<file path="config.mk">
export PLATFORM = sky130hd
export DESIGN_NAME = alu_cmd_sequencer
export DESIGN_NICKNAME = d
export VERILOG_FILES = /design/src/rtl/alu_cmd_sequencer.sv
export SDC_FILE = /design/constraint.sdc
export NUM_CORES = 1
export LEC_CHECK = 0
export BUFFER_PORTS_ARGS = -buffer_cell sky130_fd_sc_hd__buf_4
export CORE_MARGIN = 4
export CORE_UTILIZATION = 40
export DETAILED_ROUTE_END_ITERATION = 7
export PLACE_DENSITY_LB_ADDON = 0.25
export SYNTH_ARGS = -nofsm -noshare
export SYNTH_HDL_FRONTEND = slang
export SYNTH_SLANG_ARGS = --single-unit
export TNS_END_PERCENT = 30
</file>
<file path="constraint.sdc">
create_clock -name clk -period 4.1 [get_ports clk]
set_input_delay 0 -clock clk [delete_from_list [all_inputs] [get_ports clk]]
set_output_delay 0 -clock clk [all_outputs]
set_load 0.01 [all_outputs]
</file>
<file path="src/rtl/alu_cmd_sequencer.sv">
// alu_cmd_sequencer: valid/ready command front-end for the 4-bit ALU function set.
// The accumulator is operand A. Division is iterative: four restoring steps, one
// quotient bit per cycle, on magnitudes, with the sign applied afterwards.
// Optional build macro ALU_SEQ_STICKY_EN adds a sticky overflow flag with a clear input.
module alu_cmd_sequencer #(
  parameter logic [3:0] ACC_RESET = 4'h0
) (
  input  logic       clk,
  input  logic       rst_n,
  input  logic       cmd_valid,
  output logic       cmd_ready,
  input  logic       cmd_load,
  input  logic [2:0] cmd_op,
  input  logic [3:0] cmd_data,
  output logic       rsp_valid,
  input  logic       rsp_ready,
  output logic [3:0] rsp_data,
  output logic       rsp_carry,
  output logic       rsp_overflow,
  output logic       rsp_zero,
  output logic       rsp_sign,
  output logic       rsp_parity,
  output logic [3:0] acc,
  output logic       busy
`ifdef ALU_SEQ_STICKY_EN
  ,
  input  logic       sticky_clr,
  output logic       sticky_ovf
`endif
);

  typedef enum logic [1:0] {
    IDLE = 2'd0,
    DIV  = 2'd1,
    RESP = 2'd2
  } state_t;

  // Even parity: high when the number of set bits is even.
  function automatic logic even_parity(input logic [3:0] v);
    return ~^v;
  endfunction

  state_t      state_q;
  logic [3:0]  acc_q;
  logic [3:0]  rsp_data_q;
  logic        rsp_carry_q;
  logic        rsp_overflow_q;
  logic        rsp_zero_q;
  logic        rsp_sign_q;
  logic        rsp_parity_q;

  // Division working registers
  logic [3:0]  dvd_q;   // dividend magnitude, shifted out MSB first
  logic [3:0]  dvs_q;   // divisor magnitude
  logic [3:0]  rem_q;   // partial remainder (always < divisor, so 4 bits suffice)
  logic [3:0]  quo_q;   // quotient magnitude, shifted in LSB first
  logic        neg_q;   // quotient must be negated at the end
  logic [1:0]  cnt_q;   // iteration index 0..3

  // Single-cycle datapath
  logic [4:0]  sum_s;
  logic [4:0]  diff_s;
  logic [7:0]  sprod_s;
  logic [7:0]  uprod_s;
  logic [3:0]  mag_a_s;
  logic [3:0]  mag_b_s;
  logic [3:0]  res_d;
  logic        carry_d;
  logic        ovf_d;
  logic        div_start_s;

  // Division step datapath
  logic [4:0]  rem_sh_s;
  logic [3:0]  rem_d;
  logic [3:0]  quo_d;
  logic [3:0]  dvd_d;
  logic [3:0]  div_res_s;

  // Response register load mux
  logic        fin_load_s;
  logic [3:0]  fin_res_s;
  logic        fin_carry_s;
  logic        fin_ovf_s;

  assign cmd_ready    = (state_q == IDLE);
  assign rsp_valid    = (state_q == RESP);
  assign busy         = (state_q != IDLE);
  assign acc          = acc_q;
  assign rsp_data     = rsp_data_q;
  assign rsp_carry    = rsp_carry_q;
  assign rsp_overflow = rsp_overflow_q;
  assign rsp_zero     = rsp_zero_q;
  assign rsp_sign     = rsp_sign_q;
  assign rsp_parity   = rsp_parity_q;

  // Single-cycle result and flags from accumulator and the offered operand.
  always_comb begin
    sum_s       = {1'b0, acc_q} + {1'b0, cmd_data};
    diff_s      = {1'b0, acc_q} - {1'b0, cmd_data};
    sprod_s     = {{4{acc_q[3]}}, acc_q} * {{4{cmd_data[3]}}, cmd_data};
    uprod_s     = {4'h0, acc_q} * {4'h0, cmd_data};
    mag_a_s     = acc_q[3] ? (4'h0 - acc_q) : acc_q;
    mag_b_s     = cmd_data[3] ? (4'h0 - cmd_data) : cmd_data;
    res_d       = 4'h0;
    carry_d     = 1'b0;
    ovf_d       = 1'b0;
    div_start_s = 1'b0;
    if (cmd_load) begin
      res_d = cmd_data;
    end else begin
      case (cmd_op)
        3'd0: begin
          res_d   = sum_s[3:0];
          carry_d = sum_s[4];
          ovf_d   = (acc_q[3] == cmd_data[3]) && (sum_s[3] != acc_q[3]);
        end
        3'd1: begin
          res_d   = diff_s[3:0];
          carry_d = diff_s[4];
          ovf_d   = (acc_q[3] != cmd_data[3]) && (diff_s[3] != acc_q[3]);
        end
        3'd2: begin
          res_d   = sprod_s[3:0];
          carry_d = (uprod_s > 8'd15);
          // Product fits in 4 signed bits only if bits 7..3 are all equal.
          ovf_d   = (sprod_s[7:3] != 5'b00000) && (sprod_s[7:3] != 5'b11111);
        end
        3'd3: begin
          if (cmd_data == 4'h0) begin
            res_d = 4'h0;
            ovf_d = 1'b1;
          end else if ((acc_q == 4'h8) && (cmd_data == 4'hF)) begin
            res_d = 4'h8;
            ovf_d = 1'b1;
          end else begin
            div_start_s = 1'b1;
          end
        end
        3'd4:    res_d = acc_q & cmd_data;
        3'd5:    res_d = acc_q | cmd_data;
        3'd6:    res_d = acc_q ^ cmd_data;
        3'd7:    res_d = ~acc_q;
        default: res_d = 4'h0;
      endcase
    end
  end

  // One restoring division step on the working registers.
  always_comb begin
    rem_sh_s = {rem_q, dvd_q[3]};
    if (rem_sh_s >= {1'b0, dvs_q}) begin
      rem_d = rem_sh_s[3:0] - dvs_q;
      quo_d = {quo_q[2:0], 1'b1};
    end else begin
      rem_d = rem_sh_s[3:0];
      quo_d = {quo_q[2:0], 1'b0};
    end
    dvd_d     = {dvd_q[2:0], 1'b0};
    div_res_s = neg_q ? (4'h0 - quo_d) : quo_d;
  end

  // Select what gets registered into the response on entry to RESP.
  always_comb begin
    fin_load_s  = 1'b0;
    fin_res_s   = 4'h0;
    fin_carry_s = 1'b0;
    fin_ovf_s   = 1'b0;
    case (state_q)
      IDLE: begin
        if (cmd_valid && !div_start_s) begin
          fin_load_s  = 1'b1;
          fin_res_s   = res_d;
          fin_carry_s = carry_d;
          fin_ovf_s   = ovf_d;
        end else begin
          fin_load_s  = 1'b0;
        end
      end
      DIV: begin
        if (cnt_q == 2'd3) begin
          fin_load_s = 1'b1;
          fin_res_s  = div_res_s;
        end else begin
          fin_load_s = 1'b0;
        end
      end
      default: fin_load_s = 1'b0;
    endcase
  end

  // Control FSM with registered response, accumulator and divider state.
  always_ff @(posedge clk or negedge rst_n) begin
    if (!rst_n) begin
      state_q        <= IDLE;
      acc_q          <= ACC_RESET;
      rsp_data_q     <= 4'h0;
      rsp_carry_q    <= 1'b0;
      rsp_overflow_q <= 1'b0;
      rsp_zero_q     <= 1'b0;
      rsp_sign_q     <= 1'b0;
      rsp_parity_q   <= 1'b0;
      dvd_q          <= 4'h0;
      dvs_q          <= 4'h0;
      rem_q          <= 4'h0;
      quo_q          <= 4'h0;
      neg_q          <= 1'b0;
      cnt_q          <= 2'd0;
    end else begin
      if (fin_load_s) begin
        rsp_data_q     <= fin_res_s;
        rsp_carry_q    <= fin_carry_s;
        rsp_overflow_q <= fin_ovf_s;
        rsp_zero_q     <= (fin_res_s == 4'h0);
        rsp_sign_q     <= fin_res_s[3];
        rsp_parity_q   <= even_parity(fin_res_s);
        acc_q          <= fin_res_s;
      end
      case (state_q)
        IDLE: begin
          if (cmd_valid) begin
            if (div_start_s) begin
              dvd_q   <= mag_a_s;
              dvs_q   <= mag_b_s;
              rem_q   <= 4'h0;
              quo_q   <= 4'h0;
              neg_q   <= acc_q[3] ^ cmd_data[3];
              cnt_q   <= 2'd0;
              state_q <= DIV;
            end else begin
              state_q <= RESP;
            end
          end
        end
        DIV: begin
          dvd_q <= dvd_d;
          rem_q <= rem_d;
          quo_q <= quo_d;
          cnt_q <= cnt_q + 2'd1;
          if (cnt_q == 2'd3) begin
            state_q <= RESP;
          end
        end
        RESP: begin
          if (rsp_ready) begin
            state_q <= IDLE;
          end
        end
        default: state_q <= IDLE;
      endcase
    end
  end

`ifdef ALU_SEQ_STICKY_EN
  logic sticky_q;
  assign sticky_ovf = sticky_q;

  // Sticky overflow: set by any overflowing response, set wins over clear.
  always_ff @(posedge clk or negedge rst_n) begin
    if (!rst_n) begin
      sticky_q <= 1'b0;
    end else if (fin_load_s && fin_ovf_s) begin
      sticky_q <= 1'b1;
    end else if (sticky_clr) begin
      sticky_q <= 1'b0;
    end
  end
`endif

endmodule

</file>
**Word level (Yosys, flattened, before mapping)**

Index checks and enable logic that the tools add are counted.

- Equal/unequal tests: 21
- Bitwise gates (word level): 5
- Add/sub/neg operators: 7
- Multipliers: 2
- Muxes and demuxes: 44
- Magnitude comparators: 2
- Reduce and logical (&&, ||, !) cells: 17

Operator list:

| kind | number |
|---|---|
| 4-bit two-way mux | 13 |
| 4-bit one-hot mux with 8 select lines | 1 |
| 4-bit one-hot mux with 2 select lines | 3 |
| 4-bit by 4-bit multiplier with 8-bit output | 2 |
| 1-bit two-way mux | 15 |
| 3-bit equality test, second input constant | 4 |
| 2-bit two-way mux | 6 |
| 1-bit by 4-bit subtractor with 4-bit output, first input constant | 3 |
| 3-bit AND reduction | 3 |
| 4-bit equality test, second input constant | 2 |
| 8-bit by 4-bit > comparator with 1-bit output, second input constant | 1 |
| 4-bit logical NOT | 2 |
| 3-bit by 2-bit equality test with 1-bit output, second input constant | 2 |
| 2-bit one-hot mux with 3 select lines | 1 |
| 3-bit one-hot mux with 2 select lines | 1 |
| 4-bit by 4-bit adder with 5-bit output | 1 |
| 5-bit by 4-bit greater-or-equal comparator with 1-bit output | 1 |
| 1-bit logical AND | 5 |
| 5-bit inequality test, second input constant | 1 |
| 5-bit nonzero test | 1 |
| 4-bit by 4-bit subtractor with 5-bit output | 1 |
| 4-bit bitwise AND | 1 |
| 2-bit equality test, second input constant | 2 |
| 2-bit by 1-bit inequality test with 1-bit output, second input constant | 2 |
| other kinds (20) | 24 |

- Flip-flop bits (word level): 29
- Word-level logic and storage cells: 111

**Logic depth before layout (Yosys ltp)**

Gate-level depths: netlist (run 1).

- Depth in word-level cells: 11
- Depth in mapped cells: 16

**Worst setup path after synthesis (run 1)**

OpenSTA, ideal clock, no wires.

- Path type: flip-flop to flip-flop
- Start: register, netlist name rsp_data[1]
- End: register rsp_overflow_q (netlist: rsp_overflow)
- Period minus slack after synthesis: 4.353 ns
- Arrival time: 4.223 ns
- Stages on the path, launching flop included: 16
- Setup time: 0.130 ns
- Setup slack: -0.253 ns
- Path buffers: 0
- Data required time: 3.970 ns
- Cell sequence: dfrtp_1 -> inv_1 -> nor2_1 -> fa_1 -> fa_1 -> inv_1 -> fa_1 -> inv_1 -> ha_1 -> fa_1 -> a21o_1 -> a21oi_1 -> xnor3_1 -> nor3_1 -> a311o_1 -> o211ai_1

RTL lines:

| what | line | text |
|---|---|---|
| to (signal assigned) | 212 | `rsp_overflow_q <= fin_ovf_s;` |
| to (decl) | 47 | `logic rsp_overflow_q;` |

==> results of run 1 <==
-- final cells by class --
type                    count  area, µm²  share of cell area (%)
repair buffers             43        325                    8.85
well taps                 102        128                    3.47
clock buffers               3       41.3                    1.12
clock inverters             1       30.0                   0.817
flip-flops and latches     28        703                    19.1
inverters                  39        149                    4.05
multi-input cells         274       2300                    62.5
-- flip-flops by register name, summed over array words and instances, names as in the netlist --
| name | flops |
|---|---|
| rsp_parity | 1 |
| neg_q | 1 |
| state_q | 2 |
| rsp_carry | 1 |
| rsp_zero | 1 |
| dvd_q | 4 |
| rsp_overflow | 1 |
| cnt_q | 2 |
| rem_q | 4 |
| rsp_data | 4 |
| dvs_q | 4 |
| quo_q | 3 |
-- cells by family after synthesis --
logic type,after synthesis,synth area share (%)
and+or+nand+nor,102,15.9
buffers and inverters,57,8.04
adders and majority gates,60,27.1
DFF,28,21.8
xor gates and xnor gates,17,5.48
muxes,15,5.95
AOI/OAI and AO/OA,80,15.9
-- timing repair --
action,CTS,global route
hold endpoints to repair,28,0
gates cloned,0,0
resized for setup,0,5
hold buffers,1,0
pin swaps,1,1
setup endpoints to repair,1,2
-- tightest hold or removal path: stages --
cell and delay, ns:
buf_4 0.11, xnor2_1 0.12, o21ai_1 0.06
-- per-stage QoR --
stage	worst slack (ns)	power, µW
2_1_floorplan	0.0123	1450
3_3_place_gp	0.0798	1790
3_5_place_dp	-0.0297	1830
4_1_cts	0.100	2060
5_1_grt	0.0400	2300
6_report	0.205	2070
-- metal layers --
layer,up-vias,GRT usage (%),wire length (µm)
li1,1293,-,-
met1,1235,24.5,3890
met2,49,27.9,3670
met3,8,1.87,227
met4,0,3.51,92
met5,-,0,0
-- power groups by stage --
stage | registers, µW | logic (µW) | clock network (µW)
after floorplan | 467 | 986 | 0
after detailed placement | 455 | 1370 | 0
after global routing | 464 | 1590 | 246
final | 449 | 1390 | 227
after global placement | 452 | 1340 | 0
after CTS | 450 | 1380 | 233
-- cell usage after synthesis, types with 2 or more instances --
cell type   n
o22ai_1     3
nand4_1     2
xnor3_1     2
clkbuf_1    6
and3_1      3
inv_1      37
mux4_2      3
nor3_1      3
fa_1       16
ha_1       44
nor2b_1     8
and2_1      2
a21oi_1    18
o21ai_0    10
o21bai_1    2
or3_1       3
mux2_2      2
a21o_1      9
nand3_1    13
nor3b_1     2
o21a_1      2
o21ai_1    15
nor2_1     29
xor2_1      7
nand2_1    29
buf_6       3
buf_2       3
a221oi_1    2
o211ai_1    7
dfrtp_1    28
mux2i_1     9
xnor2_1     8
buf_4       5
-- worst min path at each step --
stage,endpoint,slack (ns),depth (start not counted)
6_report,dvs_q[2]$_DFFE_PN0P_,0.03,3
5_1_grt,state_q[1]$_DFFE_PN0P_,0.02,3
4_1_cts,state_q[1]$_DFFE_PN0P_,0.03,3
3_5_place_dp,rem_q[3]$_DFFE_PN0P_,-0.05,1
3_3_place_gp,rem_q[3]$_DFFE_PN0P_,-0.05,1
2_1_floorplan,cnt_q[0]$_DFFE_PN0P_,-0.30,0
==> impl_metrics.yaml, run 1 <==
setup_path:
  r2r_slack_ns: 0.21
  worstSetupStartpoint: "rsp_data[1]$_DFFE_PN0P_"
  crit_end: "rsp_overflow$_DFFE_PN0P_"
  cp.arrival_ns: 4.07
  r2r-start: "rsp_data[1]$_DFFE_PN0P_"
  crit_required_ns: 4.27
  path_max_fanout: 3
  path_buf_inv: 3
  worstRegToRegCells: 15
  critPathKind: "register to register"
  crit_slowest_cell: "fa_1"
  path_common_cell: "fa_1"
  crit_chain: "inv_4, nor2_4, fa_1, fa_1, inv_1, fa_1, inv_1, ha_4, fa_1, a21o_1, a21oi_2, xnor3_1, nor3_1, a311o_1, o211ai_1"
  cp_num_cells: 15
  r2r-end: "rsp_overflow$_DFFE_PN0P_"
  worst_setup_path_start_kind: "register"
  path_delay_family: "adder cells"
  critPathMaxStageDelay_ns: 0.55
  critical_path.endpoint_type: "register"
layout:
  fin_cells: 490
  nFillCells: 772
  post-route-util_pct: 47.3
  antenna_cells: 0
  final_cell_area_mm2: 0.00367
  finalNetCount: 461
  drive_gt1_share_pct: 17.5
  syn2layout_area_growth_pct: 14.1
  layout.cells.most_common_list: "ha_1 (43), buf_4 (42), inv_1 (35), nand2_1 (29), nor2_1 (27)"
  final_common_cell: "ha_1"
sta:
  slew_headroom_pct: 49.7
  setup_tns_ns: 0
  finalHoldViolCount: 0
  tightest_slew_ns: 0.754
  period_needed_ns: 3.89
  finClkSkew_ns: 0.00922
  rsz0062_at_grt: "no"
  fmax_mhz: 257
  finalSetupViolCount: 0
  drv_slew: 0
  holdWs_ns: 0.0325
  fin_crit_sh_pct: 95.0
routing:
  viasPerCell: 5.28
  postRouteAntennaNets: 0
  num_vias: 2585
  drt_iter0_drc: 163
  wl_mm: 7.88
  firstDrtPassIters: 5
  wl_per_cell_um: 16.1
  drc: 0
synth:
  synth_area_mm2: 0.00322
  async_reset_ff_share_pct: 100
  synth_edf_count: 0
  syn_inst: 359
  yosysUniqueCellTypes: 57
  yosys.area.top_type: "dfrtp_1"
  synth_top_cell_area_share_pct: 21.8
  synthesis.nets: 431
  yosysSeqAreaShare_pct: 21.8
  syn_avg_cell_area_um2: 8.97
  ys.flop_type: "dfrtp_1"
  yosysWarnings: 0
  yosys-top-cells-area: "dfrtp_1 (22%), ha_1 (17%), fa_1 (9.9%), inv_1 (4.3%), nand2_1 (3.4%)"
  ys_ff_latch: 28
power_and_ir_drop:
  switching_power_uw: 901
  p_seq_share_pct: 21.8
  p_per_area_mw_per_mm2: 562
  clockPowerShare_pct: 11.0
  p_int_uw: 1160
  p_leak_uw: 0.00183
  p_comb_share_pct: 67.3
  ir_drop_v: 0.000298
  p_sw_share_pct: 43.6
grt:
  gr-usage-all-layers_pct: 17.1
  grt_pass1_wl_mm: 13.4
  grt_pass1_vias: 2673
  antenna_found_initial: 0
  grt_max_degree: 29
  gr-total-overflow: 0
hold_path:
  hold_path_class: "input port to register"
  min-delay-start: "cmd_data[2]"
floorplan:
  fp.dieH_um: 97.7
  start_util_pct: 41.4
  die_w_um: 97.7
  num_rows: 32
  dieArea_mm2: 0.00955
  core_area_mm2: 0.00777
  io_pins: 28
clock_network:
  htree_num_levels: 1
  post-cts-setup-buffers: 0
  cts_num_sinks: 28
  root_buffer: "clkbuf_8"
  clock_latency_ns: 0.28
  clockBufferDepth: 2
  cts_made_buffers: 3
  cts.clk_slew.worst_paths_ns: 0.11
  cts_tree: "done"
run_status:
  status: "finished clean"
placed_design:
  place_area_mm2: 0.00356
  place.gp.congestion: 0.853
  dp.cells: 485
  port_buffers: 27
  post-dp-hpwl_mm: 6.33
flow_run:
  max-cap-violations: 0
(Power assumes the default switching activity.)
==> inputs of run 2 (changes only) <==
--- a/config.mk
+++ b/config.mk
@@ -6,6 +6,7 @@
 export NUM_CORES = 1
 export LEC_CHECK = 0
 export BUFFER_PORTS_ARGS = -buffer_cell sky130_fd_sc_hd__buf_4
+export CORE_ASPECT_RATIO = 0.6
 export CORE_MARGIN = 4
 export CORE_UTILIZATION = 40
 export DETAILED_ROUTE_END_ITERATION = 7
==> impl_metrics.yaml, run 2 (synthesis gave the netlist of run 1 again) <==
setup_path:
  r2r-end: "rsp_parity$_DFFE_PN0P_"
  crit_end: "rsp_parity$_DFFE_PN0P_"
  critical_path.endpoint_type: "register"
  crit_slowest_cell: "fa_1"
  worstSetupStartpoint: "rsp_data[1]$_DFFE_PN0P_"
  r2r-start: "rsp_data[1]$_DFFE_PN0P_"
  crit_required_ns: 4.24
  critPathKind: "register to register"
  cp.arrival_ns: 3.99
  path_common_cell: "fa_1"
  path_max_fanout: 3
  crit_chain: "inv_4, nor2_4, fa_1, fa_1, inv_1, fa_1, inv_1, ha_4, a21oi_1, o22ai_1, or3_1, a21oi_2, o21a_1, ha_1, xor2_1, o21ai_1"
  critPathMaxStageDelay_ns: 0.55
  worst_setup_path_start_kind: "register"
  worstRegToRegCells: 16
  r2r_slack_ns: 0.25
power_and_ir_drop:
  p_per_area_mw_per_mm2: 573
  p_leak_uw: 0.00185
  p_comb_share_pct: 67.0
  p_total_uw: 2130
  ir_drop_v: 0.000205
  p_sw_share_pct: 43.8
  switching_power_uw: 932
  p_int_uw: 1200
  p_seq_share_pct: 21.2
  clockPowerShare_pct: 11.8
layout:
  finalNetCount: 464
  seq_area_um2: 703
  final_common_cell: "buf_4"
  multi_input_area_mm2: 0.00229
  antenna_cells: 0
  layout.cells.most_common_list: "buf_4 (45), ha_1 (43), inv_1 (35), nand2_1 (29), nor2_1 (27)"
  drive_gt1_share_pct: 18.2
  syn2layout_area_growth_pct: 15.4
  nFillCells: 745
sta:
  drv_slew: 0
  holdWs_ns: 0.0297
  slew_headroom_pct: 49.2
  finalSetupViolCount: 0
  finClkSkew_ns: 0.00674
  worst_slack_ns: 0.250
  fmax_mhz: 260
  rsz0062_at_grt: "no"
  fin_crit_sh_pct: 93.9
  tightest_slew_ns: 0.762
  period_needed_ns: 3.85
  finalHoldViolCount: 0
routing:
  num_vias: 2753
  wl_mm: 8.47
  firstDrtPassIters: 5
  drc: 0
  viasPerCell: 5.52
  postRouteAntennaNets: 0
  drt_iter0_drc: 169
  wl_per_cell_um: 17.0
grt:
  grt_max_degree: 29
  grt_pass1_wl_mm: 14.2
  grt_pass1_vias: 2595
  gr-total-overflow: 0
  antenna_found_initial: 0
  gr-usage-all-layers_pct: 19.1
clock_network:
  cts_made_buffers: 3
  htree_num_levels: 1
  clock_latency_ns: 0.27
  clockBufferDepth: 2
  root_buffer: "clkbuf_16"
  cts_num_sinks: 28
  cts_tree: "done"
  cts.clk_slew.worst_paths_ns: 0.07
floorplan:
  core_area_mm2: 0.00785
  start_util_pct: 41.0
  dieArea_mm2: 0.00959
  io_pins: 28
  die_w_um: 124
  num_rows: 25
  fp.dieH_um: 77.5
placed_design:
  pre_cts_ws_ns: -0.0125
  port_buffers: 27
  place.gp.congestion: 0.897
  post-dp-hpwl_mm: 6.91
run_status:
  status: "finished clean"
flow_run:
  max-cap-violations: 0
hold_path:
  hold_path_class: "input port to register"
==> run 2: worst max-delay path, delay by kind of cell (launching register included) <==
family,cells,cell delay [ns]
adders and majority gates,5,2.02
xor gates and xnor gates,1,0.16
AOI/OAI and AO/OA,5,0.54
DFF,1,0.43
and+or+nand+nor,2,0.37
buffers and inverters,3,0.19
==> run 2: stage by stage <==
| stage | area [µm²] | std cells | utilization [%] | setup TNS, ns |
|---|---|---|---|---|
| floorplan | 3230 | 359 | - | 0 |
| global placement | 3590 | 493 | 45.7 | 0 |
| detailed placement | 3590 | 493 | 45.7 | -0.0125 |
| CTS | 3690 | 498 | 46.9 | 0 |
| global route | 3720 | 499 | 47.3 | 0 |
| finish | 3720 | 499 | 47.3 | 0 |
==> run 2: per-layer routing <==
layer	track usage (%)	share of wire [%]	wire length [µm]
met5	0	0	0
met4	3.31	1.0	85
met3	5.54	9.2	781
met2	23.5	36	3070
met1	31.8	54	4540
==> run 2: power by group through the flow <==
stage,combinational (µW),sequential [µW],clock (µW)
floorplan,986,467,0
global placement,1360,454,0
detailed placement,1390,456,0
CTS,1390,451,259
global route,1610,466,271
finish,1430,451,250
==> run 2: worst min-delay path by stage <==
| stage | to | start | cells after the start | slack [ns] |
|---|---|---|---|---|
| 3_3_place_gp | dvs_q[1]$_DFFE_PN0P_ | rst_n | 1 | -0.04 |
| 3_5_place_dp | rem_q[1]$_DFFE_PN0P_ | rst_n | 1 | -0.04 |
| 4_1_cts | state_q[1]$_DFFE_PN0P_ | rsp_ready | 3 | 0.02 |
| 6_report | state_q[1]$_DFFE_PN0P_ | rsp_ready | 3 | 0.03 |
| 2_1_floorplan | cnt_q[0]$_DFFE_PN0P_ | rst_n | 0 | -0.30 |
| 5_1_grt | state_q[1]$_DFFE_PN0P_ | rsp_ready | 3 | 0.06 |
==> run 2: final cells by class <==
cell class / count / area share (%)
inverters: 39 / 4.01
repair buffers: 46 / 9.36
clock buffers: 4 / 2.39
multi-input cells: 274 / 61.7
flip-flops and latches: 28 / 18.9
well taps: 108 / 3.64
==> run 2: repair_timing <==
item,4_1_cts,5_1_grt
setup endpoints to repair,1,2
pin swaps,2,1
gates cloned,0,0
gates resized for setup,0,4
hold buffers,1,0
endpoints found under the hold margin,28,0
setup buffers,0,1
